<file path="src/rtl/add_reducer_pkg.sv">
// Shared elaboration helpers for the add_reducer adder tree.
// Latency: n/a (constant functions only).
// Backpressure: n/a.
package add_reducer_pkg;

    // Number of pairwise levels needed to reduce 'addends' words to one.
    function automatic int tree_levels(input int addends);
        return $clog2(addends);
    endfunction

    // True for powers of two that are at least 2.
    function automatic bit is_pow2(input int n);
        return (n >= 2) && ((n & (n - 1)) == 0);
    endfunction

    // Word offset of a level's outputs in the flattened node vector.
    // Level 0 is the raw addends at offset 0, level 1 follows at offset
    // 'addends', and so on, halving each time. The final single word
    // lands at 2*addends-2.
    function automatic int node_offset(input int addends, input int level);
        return 2 * addends - 2 * (addends >> level);
    endfunction

endpackage

</file>
<file path="src/rtl/add_reducer_level.sv">
// One adder-tree level: out word j = in word 2j + in word 2j+1, truncated to WORD_WIDTH.
// Latency: 1 cycle (registered output, synchronous active-low reset to 0).
// Backpressure: none; new operands are accepted on every rising edge.
module add_reducer_level #(
    parameter int WORD_WIDTH = 36,
    parameter int INPUTS     = 8
) (
    input  logic                                clock,
    input  logic                                reset_n,
    input  logic [INPUTS*WORD_WIDTH-1:0]        in_dat,
    output logic [(INPUTS/2)*WORD_WIDTH-1:0]    out_dat
);

    localparam int OUTPUTS = INPUTS / 2;

    // Register the pairwise sums; carries beyond WORD_WIDTH are dropped.
    always_ff @(posedge clock) begin
        if (!reset_n) begin
            out_dat <= '0;
        end else begin
            for (int j = 0; j < OUTPUTS; j++) begin
                out_dat[j*WORD_WIDTH +: WORD_WIDTH] <=
                    in_dat[(2*j)*WORD_WIDTH +: WORD_WIDTH] +
                    in_dat[(2*j+1)*WORD_WIDTH +: WORD_WIDTH];
            end
        end
    end

endmodule

</file>
<file path="src/rtl/add_reducer.sv">
// Pipelined adder tree: sums ADDENDS unsigned words modulo 2^WORD_WIDTH.
// Latency: log2(ADDENDS) cycles (3 for 8 addends), one result per cycle.
// Backpressure: none; the pipeline advances on every rising edge out of reset.
module add_reducer
    import add_reducer_pkg::*;
#(
    parameter int WORD_WIDTH = 36,
    parameter int ADDENDS    = 8
) (
    input  logic                            clock,
    input  logic                            reset_n,
    input  logic [ADDENDS*WORD_WIDTH-1:0]   addends,
    output logic [WORD_WIDTH-1:0]           reduction
);

    localparam int LEVELS = tree_levels(ADDENDS);
    localparam int NODES  = 2 * ADDENDS - 1;

    if (!is_pow2(ADDENDS)) begin : g_bad_addends
        $error("add_reducer: ADDENDS must be a power of two, at least 2");
    end

    // Every level's outputs live in one flat vector: raw addends first,
    // then each level's registered sums, ending in the single final word.
    wire [NODES*WORD_WIDTH-1:0] nodes;

    // No input register: the first level samples addends directly.
    assign nodes[ADDENDS*WORD_WIDTH-1:0] = addends;

    for (genvar k = 1; k <= LEVELS; k++) begin : g_level
        localparam int INPUTS = ADDENDS >> (k - 1);
        localparam int IN_LO  = node_offset(ADDENDS, k - 1) * WORD_WIDTH;
        localparam int OUT_LO = node_offset(ADDENDS, k) * WORD_WIDTH;

        add_reducer_level #(
            .WORD_WIDTH (WORD_WIDTH),
            .INPUTS     (INPUTS)
        ) u_level (
            .clock   (clock),
            .reset_n (reset_n),
            .in_dat  (nodes[IN_LO +: INPUTS*WORD_WIDTH]),
            .out_dat (nodes[OUT_LO +: (INPUTS/2)*WORD_WIDTH])
        );
    end

    // The final level's register drives the result directly.
    assign reduction = nodes[(NODES-1)*WORD_WIDTH +: WORD_WIDTH];

endmodule

</file>
<file path="config.mk">
export PLATFORM = sky130hd
export DESIGN_NAME = add_reducer
export DESIGN_NICKNAME = d
export VERILOG_FILES = /design/src/rtl/add_reducer_pkg.sv /design/src/rtl/add_reducer_level.sv /design/src/rtl/add_reducer.sv
export SDC_FILE = /design/constraint.sdc
export NUM_CORES = 1
export LEC_CHECK = 0
export CAP_MARGIN = 30
export CORE_MARGIN = 2
export CORE_UTILIZATION = 35
export CTS_CLUSTER_SIZE = 8
export DETAILED_ROUTE_END_ITERATION = 7
export GPL_TIMING_DRIVEN = 0
export PLACE_DENSITY = 0.7
export SYNTH_ARGS = -nofsm -noshare
export SYNTH_HDL_FRONTEND = slang
export SYNTH_SLANG_ARGS = --single-unit
</file>
<file path="constraint.sdc">
create_clock -name clock -period 3.25 [get_ports clock]
set_input_delay 0.975 -clock clock [delete_from_list [all_inputs] [get_ports clock]]
set_output_delay 0.975 -clock clock [all_outputs]
set_load 0.05 [all_outputs]
</file>
# Word level (Yosys, flattened, before mapping)
# Cells that the tools add are included.
[classes] add_sub_neg=7
[ops] op="adder 36 bit" count=7
[word_totals] ff_bits=252 in_bits=290 output_inout_bits=36 elab_cells=10

# Logic depth before layout (Yosys ltp)
# Gate-level depths: netlist of run 1.
[logic_depth] word_depth=1 ltp_mapped=11 depth_no_buf=11

# Hierarchy
# A second synthesis of run 1 with hierarchy kept.
[hier_totals] hier_cells=2556 hier_area_um2=20109.3
[modules_own_cells] module="add_reducer_level at g_level[1].u_level" instances=1 cells_each=1441 area_each_um2=11387.2 seq_area_each_um2=2882.8
[modules_own_cells] module="add_reducer_level at g_level[2].u_level" instances=1 cells_each=726 area_each_um2=5685.5 seq_area_each_um2=1441.4
[modules_own_cells] module="add_reducer_level at g_level[3].u_level" instances=1 cells_each=389 area_each_um2=3036.7 seq_area_each_um2=720.7

# Least setup slack after synthesis of run 1
# Ideal clock, no wire load.
[synth_timing] path_type="input -> register" start="in addends[0]" end="reg g_level[1].u_level.out_dat[30]" setup_ps=72 arrival_time_ps=3370 required_ps=3178 setup_slack_ps=-192 path_stages=11 path_buffers=0 cell_sequence="ha_1 fa_1 a21oi_1 o21ai_1 o311a_1 a221oi_2 o21ai_2 a31o_1 a41o_1 a21oi_2 mux2i_1"
[synth_via] elab_chain_len=1
[synth_lines] element="start, declared" line_no="add_reducer.sv:12" text="input logic [ADDENDS*WORD_WIDTH-1:0] addends,"
[synth_lines] element="adder 36 bit" line_no="add_reducer_level.sv:23" text="in_dat[(2*j)*WORD_WIDTH +: WORD_WIDTH] +"
[synth_lines] element="end signal, assigned by index" line_no="add_reducer_level.sv:22" text="out_dat[j*WORD_WIDTH +: WORD_WIDTH] <="
[synth_lines] element="end, declared" line_no="add_reducer_level.sv:11" text="output logic [(INPUTS/2)*WORD_WIDTH-1:0] out_dat"
# Every way passes these cells.
# A chain may end at the register's enable or synchronous reset.

# Final worst setup path of run 1
[layout_timing] start="in addends[82]" end="reg g_level[1].u_level.out_dat[65]"
# The elaborated chain is that of the path after synthesis.

==> flow_summary.json, run 1 <==
{
  "reg_top3": "g_level.u_level.out_dat x252",
  "final_cells": 3459,
  "ys_seq_elements": 252,
  "dp_hpwl_mm": 48.66,
  "fin_worst_skew_ns": 0.01248,
  "gp_congestion": 0.8727,
  "dp_slack_ns": -1.283,
  "remaining_drc_errors": 0,
  "synth.most_common_cell": "nor2_1",
  "postSynthAreaPerCell_sq_um": 8.139,
  "layout_setup_ws_ns": -0.008668,
  "first_iter_violations": 1026,
  "placed_cell_area_sq_um": 23180,
  "design_area_sq_um": 25550,
  "start_kind": "input pin",
  "cts_tree": "done",
  "critPathCaptureType": "register",
  "cts_root_buf": "clkbuf_16",
  "ys_seq_area_share_pct": 26.59,
  "die_y_um": 236.8,
  "violations": "negative setup slack",
  "synth_edf_count": 0,
  "largest_register": "g_level.u_level.out_dat",
  "clock_power_share_pct": 26.0,
  "rsz0062_at_grt": "yes",
  "reg2reg_slack_ns": 0.20,
  "power.share.sequential_pct": 29.9,
  "grt_max_degree": 11,
  "grt.total_usage_pct": 20.83,
  "grt_pass1_wl_mm": 94.38,
  "grt-ovfl-total": 0,
  "htree_levels": 2,
  "hold_buffers": 0,
  "synth_cell_types": 79,
  "antenna_left": 0,
  "power_frac_comb_pct": 44.1,
  "path_class": "input pin to register",
  "final_layout_size_suffix_gt1_share_pct": 9.562,
  "pin_count": 326,
  "fin_hold_ws_ns": 0.5524,
  "p_sw_share_pct": 37.14,
  "max-vdd-ir-drop_v": 0.0003266,
  "clock_sinks": 252,
  "critical_path.max_fanout": 5,
  "dp_cells": 3356,
  "setup-tns-final_ns": -0.01632,
  "async_flop_share_pct": 0,
  "synth_commonest_cells": "nor2_1 (294), dfxtp_1 (252), ha_1 (245)",
  "hold_start": "g_level[1].u_level.out_dat[35]",
  "fin_crit_sh_pct": 100.3,
  "holdPathEnd": "g_level[2].u_level.out_dat[35]",
  "r2r_cells": 10,
  "arrival_ns": 3.62,
  "tightest_slew_ns": 0.9804,
  "final_nets": 3299,
  "syn_area_sq_um": 18970,
  "cts_made_buffers": 37,
  "drv_cap": 0,
  "synth_top_area_share_pct": 26.59,
  "clk_pin_slew_ns": 0.05,
  "wl_per_cell_um": 17.61,
  "syn2layout_area_growth_pct": 34.68,
  "cell_internal_pwr_mw": 8.227,
  "antenna_found_initial": 3,
  "routed_wl_mm": 60.91,
  "cts_buffer_depth": 3,
  "slew_headroom_pct": 34.64,
  "die_w_um": 236.8,
  "timing.fmax_mhz": 306.9,
  "cp.required_ns": 3.62,
  "largest_register_ffs": 252,
  "grt_pass1_vias": 18170,
  "num_vias": 18560,
  "firstDrtPassIters": 5,
  "routed_via_density": 5.365,
  "p_sw_mw": 4.861,
  "synth.area.top_cells": "dfxtp_1 (27%), ha_1 (16%), a21oi_1 (6.1%), a21o_1 (6.0%), nor2_1 (5.8%)",
  "slew_violations": 0,
  "r2r_end": "g_level[2].u_level.out_dat[70]",
  "layout_min_cycle_time_ns": 3.259,
  "cp-startpoint": "addends[82]",
  "power_density_nw_per_um2": 512.2,
  "setup_violations": 2,
  "status": "finished, violations left",
  "fp.dieArea_sq_um": 56080,
  "yosys.area.top_type": "dfxtp_1",
  "rows": 85,
  "netlist_instances": 2331,
  "start_util_pct": 35.32,
  "worstReg2RegStart": "g_level[1].u_level.out_dat[72]",
  "synth-main-ff-cell": "dfxtp_1",
  "clk_latency_ns": 0.51,
  "syn_nets": 2873,
  "hp-class": "register to register",
  "hold_path_depth": 3,
  "coreArea_sq_um": 53710,
  "power.leakage_nw": 11.35,
  "io_buffers": 325,
  "hold_violations": 0,
  "ys_warn_count": 0
}
-- how the worst max path moves through the flow --
stage,to,slack (ns),depth (start not counted)
finish,g_level[1].u_level.out_dat[65],-0.009,11
global placement,g_level[1].u_level.out_dat[106],-1.25,12
CTS,g_level[1].u_level.out_dat[71],-0.09,12
detailed placement,g_level[1].u_level.out_dat[106],-1.28,12
global route,g_level[1].u_level.out_dat[71],-0.18,12
floorplan,g_level[1].u_level.out_dat[30],-0.09,11
-- layout make-up --
type | count | area (sq um)
flip-flops and latches | 252 | 5045
fillers | 5190 | 28160
clock buffers | 42 | 997.2
plain buffers | 77 | 297.8
inverters | 51 | 191.4
well taps | 696 | 870.8
multi-input cells | 1942 | 14310
clock inverters | 1 | 8.758
diodes | 2 | 5.005
repair buffers | 396 | 3825
-- placed cells by master, fill, tap and decap left out, types with 37 or more instances in the layout --
master	Yosys	routed
nor2_1	294	292
ha_1	245	211
nand3_1	48	48
clkdlybuf4s50_1	0	290
clkbuf_1	79	72
xnor2_1	102	102
and2_1	37	37
a21oi_1	230	206
xor2_1	101	101
o21ai_0	120	107
nand2_1	151	149
clkbuf_16	0	39
nor3_1	39	37
buf_4	1	67
inv_1	51	51
dfxtp_1	252	252
a21o_1	151	151
-- power by group through the flow --
stage	clock network (mW)	registers, mW	logic [mW]
2_1_floorplan	0	4.35	3.30
3_3_place_gp	0	3.97	5.34
3_5_place_dp	0	3.98	5.39
4_1_cts	3.50	3.93	5.62
5_1_grt	3.65	3.96	6.33
6_report	3.40	3.91	5.77
-- through the flow --
| step | power [mW] | util, % |
|---|---|---|
| 3_5_place_dp | 9.375 | 43.15 |
| 6_report | 13.09 | 47.57 |
| 4_1_cts | 13.04 | 46.53 |
| 5_1_grt | 13.94 | 47.57 |
| 2_1_floorplan | 7.653 | - |
| 3_3_place_gp | 9.313 | 43.04 |
-- cell families after synthesis --
| family | after synthesis | synth area share [%] |
|---|---|---|
| xor+xnor | 203 | 9.372 |
| compound gates | 752 | 26.08 |
| buf+inv | 137 | 2.757 |
| mux | 15 | 0.7914 |
| flops | 252 | 26.59 |
| fa+ha+maj | 252 | 16.90 |
| simple gates | 720 | 17.52 |
-- layer usage --
metal,GRT usage [%],wire [um]
met1,27.04,27210
met2,36.25,29420
met3,3.206,3102
met4,4.718,1175
met5,0,0
-- timing repair --
action                     4_1_cts  5_1_grt
buffers inserted                58       14
setup endpoints to repair       60       63
pin swaps                       56       56
resized for setup              105      106
-- worst max-delay path, stage by stage --
cell and delay (ns):
clkdlybuf4s50_1 0.42, ha_1 0.41, a2111oi_4 0.43, a2111oi_4 0.12, buf_4 0.18, o41ai_4 0.32
buf_4 0.20, o21ai_2 0.09, o31ai_2 0.21, xor2_1 0.20, nor2_1 0.06
(Power assumes the default switching activity.)
==> inputs of run 2 (changes only) <==
--- a/config.mk
+++ b/config.mk
@@ -6,12 +6,14 @@
 export NUM_CORES = 1
 export LEC_CHECK = 0
 export CAP_MARGIN = 30
+export CELL_PAD_IN_SITES_DETAIL_PLACEMENT = 0
+export CELL_PAD_IN_SITES_GLOBAL_PLACEMENT = 1
 export CORE_MARGIN = 2
 export CORE_UTILIZATION = 35
+export CTS_BUF_LIST = sky130_fd_sc_hd__clkbuf_8 sky130_fd_sc_hd__clkbuf_16
 export CTS_CLUSTER_SIZE = 8
 export DETAILED_ROUTE_END_ITERATION = 7
-export GPL_TIMING_DRIVEN = 0
-export PLACE_DENSITY = 0.7
+export PLACE_DENSITY = 0.86
 export SYNTH_ARGS = -nofsm -noshare
 export SYNTH_HDL_FRONTEND = slang
 export SYNTH_SLANG_ARGS = --single-unit
==> run 2 against run 1 <==
Compared with the run above: the flow now finishes without violations; sequential power about the same; clock power about the same; critical path type unchanged; cell count grew 5.7%; critical path depth grew 1; worst setup slack improved by 0.072 ns; design area is 5.5% higher; via count up 2.5%; sequential share of layout area decreased by 1.0 points; largest cell class unchanged; critical endpoint unchanged; first-iteration DRC count down 8.5%; fmax grew 2.2%; flip-flop and latch count unchanged; combinational power is 4.0% higher.
==> flow_summary.json, run 2 (synthesis gave the netlist of run 1 again) <==
{
  "clk_pin_slew_ns": 0.05,
  "power.leakage_nw": 12.52,
  "slew_violations": 0,
  "grt_pass1_wl_mm": 93.50,
  "critical_path.max_fanout": 3,
  "first_iter_violations": 939,
  "start_kind": "input pin",
  "cts_tree": "done",
  "firstDrtPassIters": 5,
  "grt_max_degree": 58,
  "crit_slowest_cell": "clkdlybuf4s50_1",
  "wl_per_cell_um": 16.11,
  "timing.fmax_mhz": 313.8,
  "status": "finished clean",
  "remaining_drc_errors": 0,
  "critPathTopFamily": "compound AO/OA/AOI/OAI gates",
  "layout_min_cycle_time_ns": 3.187,
  "slowest_delay_ns": 0.45,
  "hold_violations": 0,
  "cts_root_buf": "clkbuf_16",
  "fin_crit_sh_pct": 98.07,
  "clock_sinks": 252,
  "syn2layout_area_growth_pct": 42.06,
  "antenna_cells": 0,
  "arrival_ns": 3.57,
  "num_vias": 19030,
  "largest_register": "g_level.u_level.out_dat",
  "path_class": "input pin to register",
  "dp_hpwl_mm": 48.04,
  "power_density_nw_per_um2": 495.1,
  "pin_count": 326,
  "routed_wl_mm": 58.90,
  "antenna_found_initial": 0,
  "final_cells": 3657,
  "cp.buffers_inverters": 2,
  "cts_buffer_depth": 3,
  "multi_input_area_sq_um": 13930,
  "die_w_um": 236.8,
  "grt-ovfl-total": 0,
  "htree_levels": 2,
  "start_util_pct": 35.32,
  "seqCellArea_sq_um": 5045,
  "antenna_left": 0,
  "slew_headroom_pct": 59.29,
  "coreArea_sq_um": 53710,
  "die_y_um": 236.8,
  "fin_worst_skew_ns": 0.01707,
  "layout_setup_ws_ns": 0.06284,
  "cp.required_ns": 3.64,
  "gp_congestion": 0.8965,
  "mostFrequentLayoutCell": "buf_4",
  "fp.dieArea_sq_um": 56080,
  "rsz0062_at_grt": "yes",
  "path_cells": "clkdlybuf4s50_1 -> ha_1 -> a21oi_2 -> o21ai_0 -> a21oi_1 -> o21ai_1 -> o41ai_4 -> buf_4 -> o21ai_2 -> o31ai_2 -> xor2_1 -> nor2_1",
  "final_layout_size_suffix_gt1_share_pct": 16.68,
  "drv_cap": 0,
  "layout_common_cells": "buf_4 (344), clkdlybuf4s50_1 (302), nor2_1 (291)",
  "final_nets": 3500,
  "cts_made_buffers": 37,
  "tightest_slew_ns": 0.6087,
  "clk_latency_ns": 0.52,
  "reg_top3": "g_level.u_level.out_dat x252",
  "setup_violations": 0,
  "grt_pass1_vias": 19000,
  "rows": 85,
  "dp_cells": 3602,
  "hp-class": "register to register",
  "num-fill-cells": 5107,
  "io_buffers": 325,
  "max-vdd-ir-drop_v": 0.0003410,
  "dp_slack_ns": -0.8296,
  "largest_register_ffs": 252,
  "grt.total_usage_pct": 20.21,
  "routed_via_density": 5.203,
  "critPathCaptureType": "register",
  "fin_hold_ws_ns": 0.5645
}
[run 2: cell types whose count changed in the layout (fill, tap and decap cells not counted), sizes merged]
cell / before / now
diode: 2 / 0
clkinv: 0 / 1
inv: 52 / 53
clkbuf: 115 / 41
dlymetal6s2s: 17 / 12
clkdlybuf4s15: 0 / 2
buf: 79 / 350
dlygate4sd2: 14 / 6
clkdlybuf4s50: 290 / 302
[run 2: path summary, 6_finish.rpt]
path,startpoint,to,slack (ns),depth (start not counted)
worst max register to register,g_level[1].u_level.out_dat[72],g_level[2].u_level.out_dat[68],0.17,11
worst max-delay path,addends[90],g_level[1].u_level.out_dat[65],0.06,12
worst min register to register,g_level[1].u_level.out_dat[72],g_level[2].u_level.out_dat[36],0.56,2
worst min-delay path,g_level[1].u_level.out_dat[72],g_level[2].u_level.out_dat[36],0.56,2
[run 2: what timing repair did]
| item | 4_1_cts | 5_1_grt |
|---|---|---|
| buffers inserted | 4 | 9 |
| resized for setup | 37 | 95 |
| hold buffers | 0 | 0 |
| setup endpoints to repair | 46 | 66 |
| hold endpoints to repair | 0 | 0 |
| pin swaps | 27 | 62 |
[run 2: cell type report]
class,instances,area share [%]
timing repair buffer,674,21.95
sequential,252,18.72
tap,696,3.231
multi-input combinational,1942,51.68
clock buffer,39,3.621
inverter,51,0.7288
clock inverter,3,0.06499
[run 2: layer usage]
metal	wire length [um]	vias to the layer above	global-route usage (%)
met3	2015	87	2.297
li1	-	9675	-
met2	28810	347	35.45
met1	26830	8917	26.19
met4	1241	0	5.409
met5	0	-	0
[run 2: worst register-to-register path: stages, from the launching register on]
cell,delay [ns]
dfxtp_1,0.29
ha_1,0.23
fa_1,0.41
a21oi_1,0.20
o22ai_1,0.19
o2111ai_1,0.41
a311oi_1,0.25
o31ai_1,0.51
o21ai_0,0.15
o21ai_0,0.12
xor2_1,0.16
nor2_1,0.05
[run 2: where the power goes]
| group | switching [mW] | total [mW] | internal (mW) |
|---|---|---|---|
| logic | 3.29 | 6.00 | 2.71 |
| clock network | 1.31 | 3.40 | 2.09 |
| registers | 0.261 | 3.94 | 3.68 |
| total | 4.86 | 13.3 | 8.49 |
[run 2: per-stage QoR]
stage / area [sq um] / setup TNS (ns) / utilization, % / total power [mW]
floorplan: 18990 / -0.1681 / - / 7.653
global placement: 25330 / -45.00 / 47.17 / 9.766
detailed placement: 25330 / -47.75 / 47.17 / 9.834
CTS: 26490 / 0 / 49.31 / 13.35
global route: 26950 / -0.2635 / 50.18 / 14.22
finish: 26950 / 0 / 50.18 / 13.34
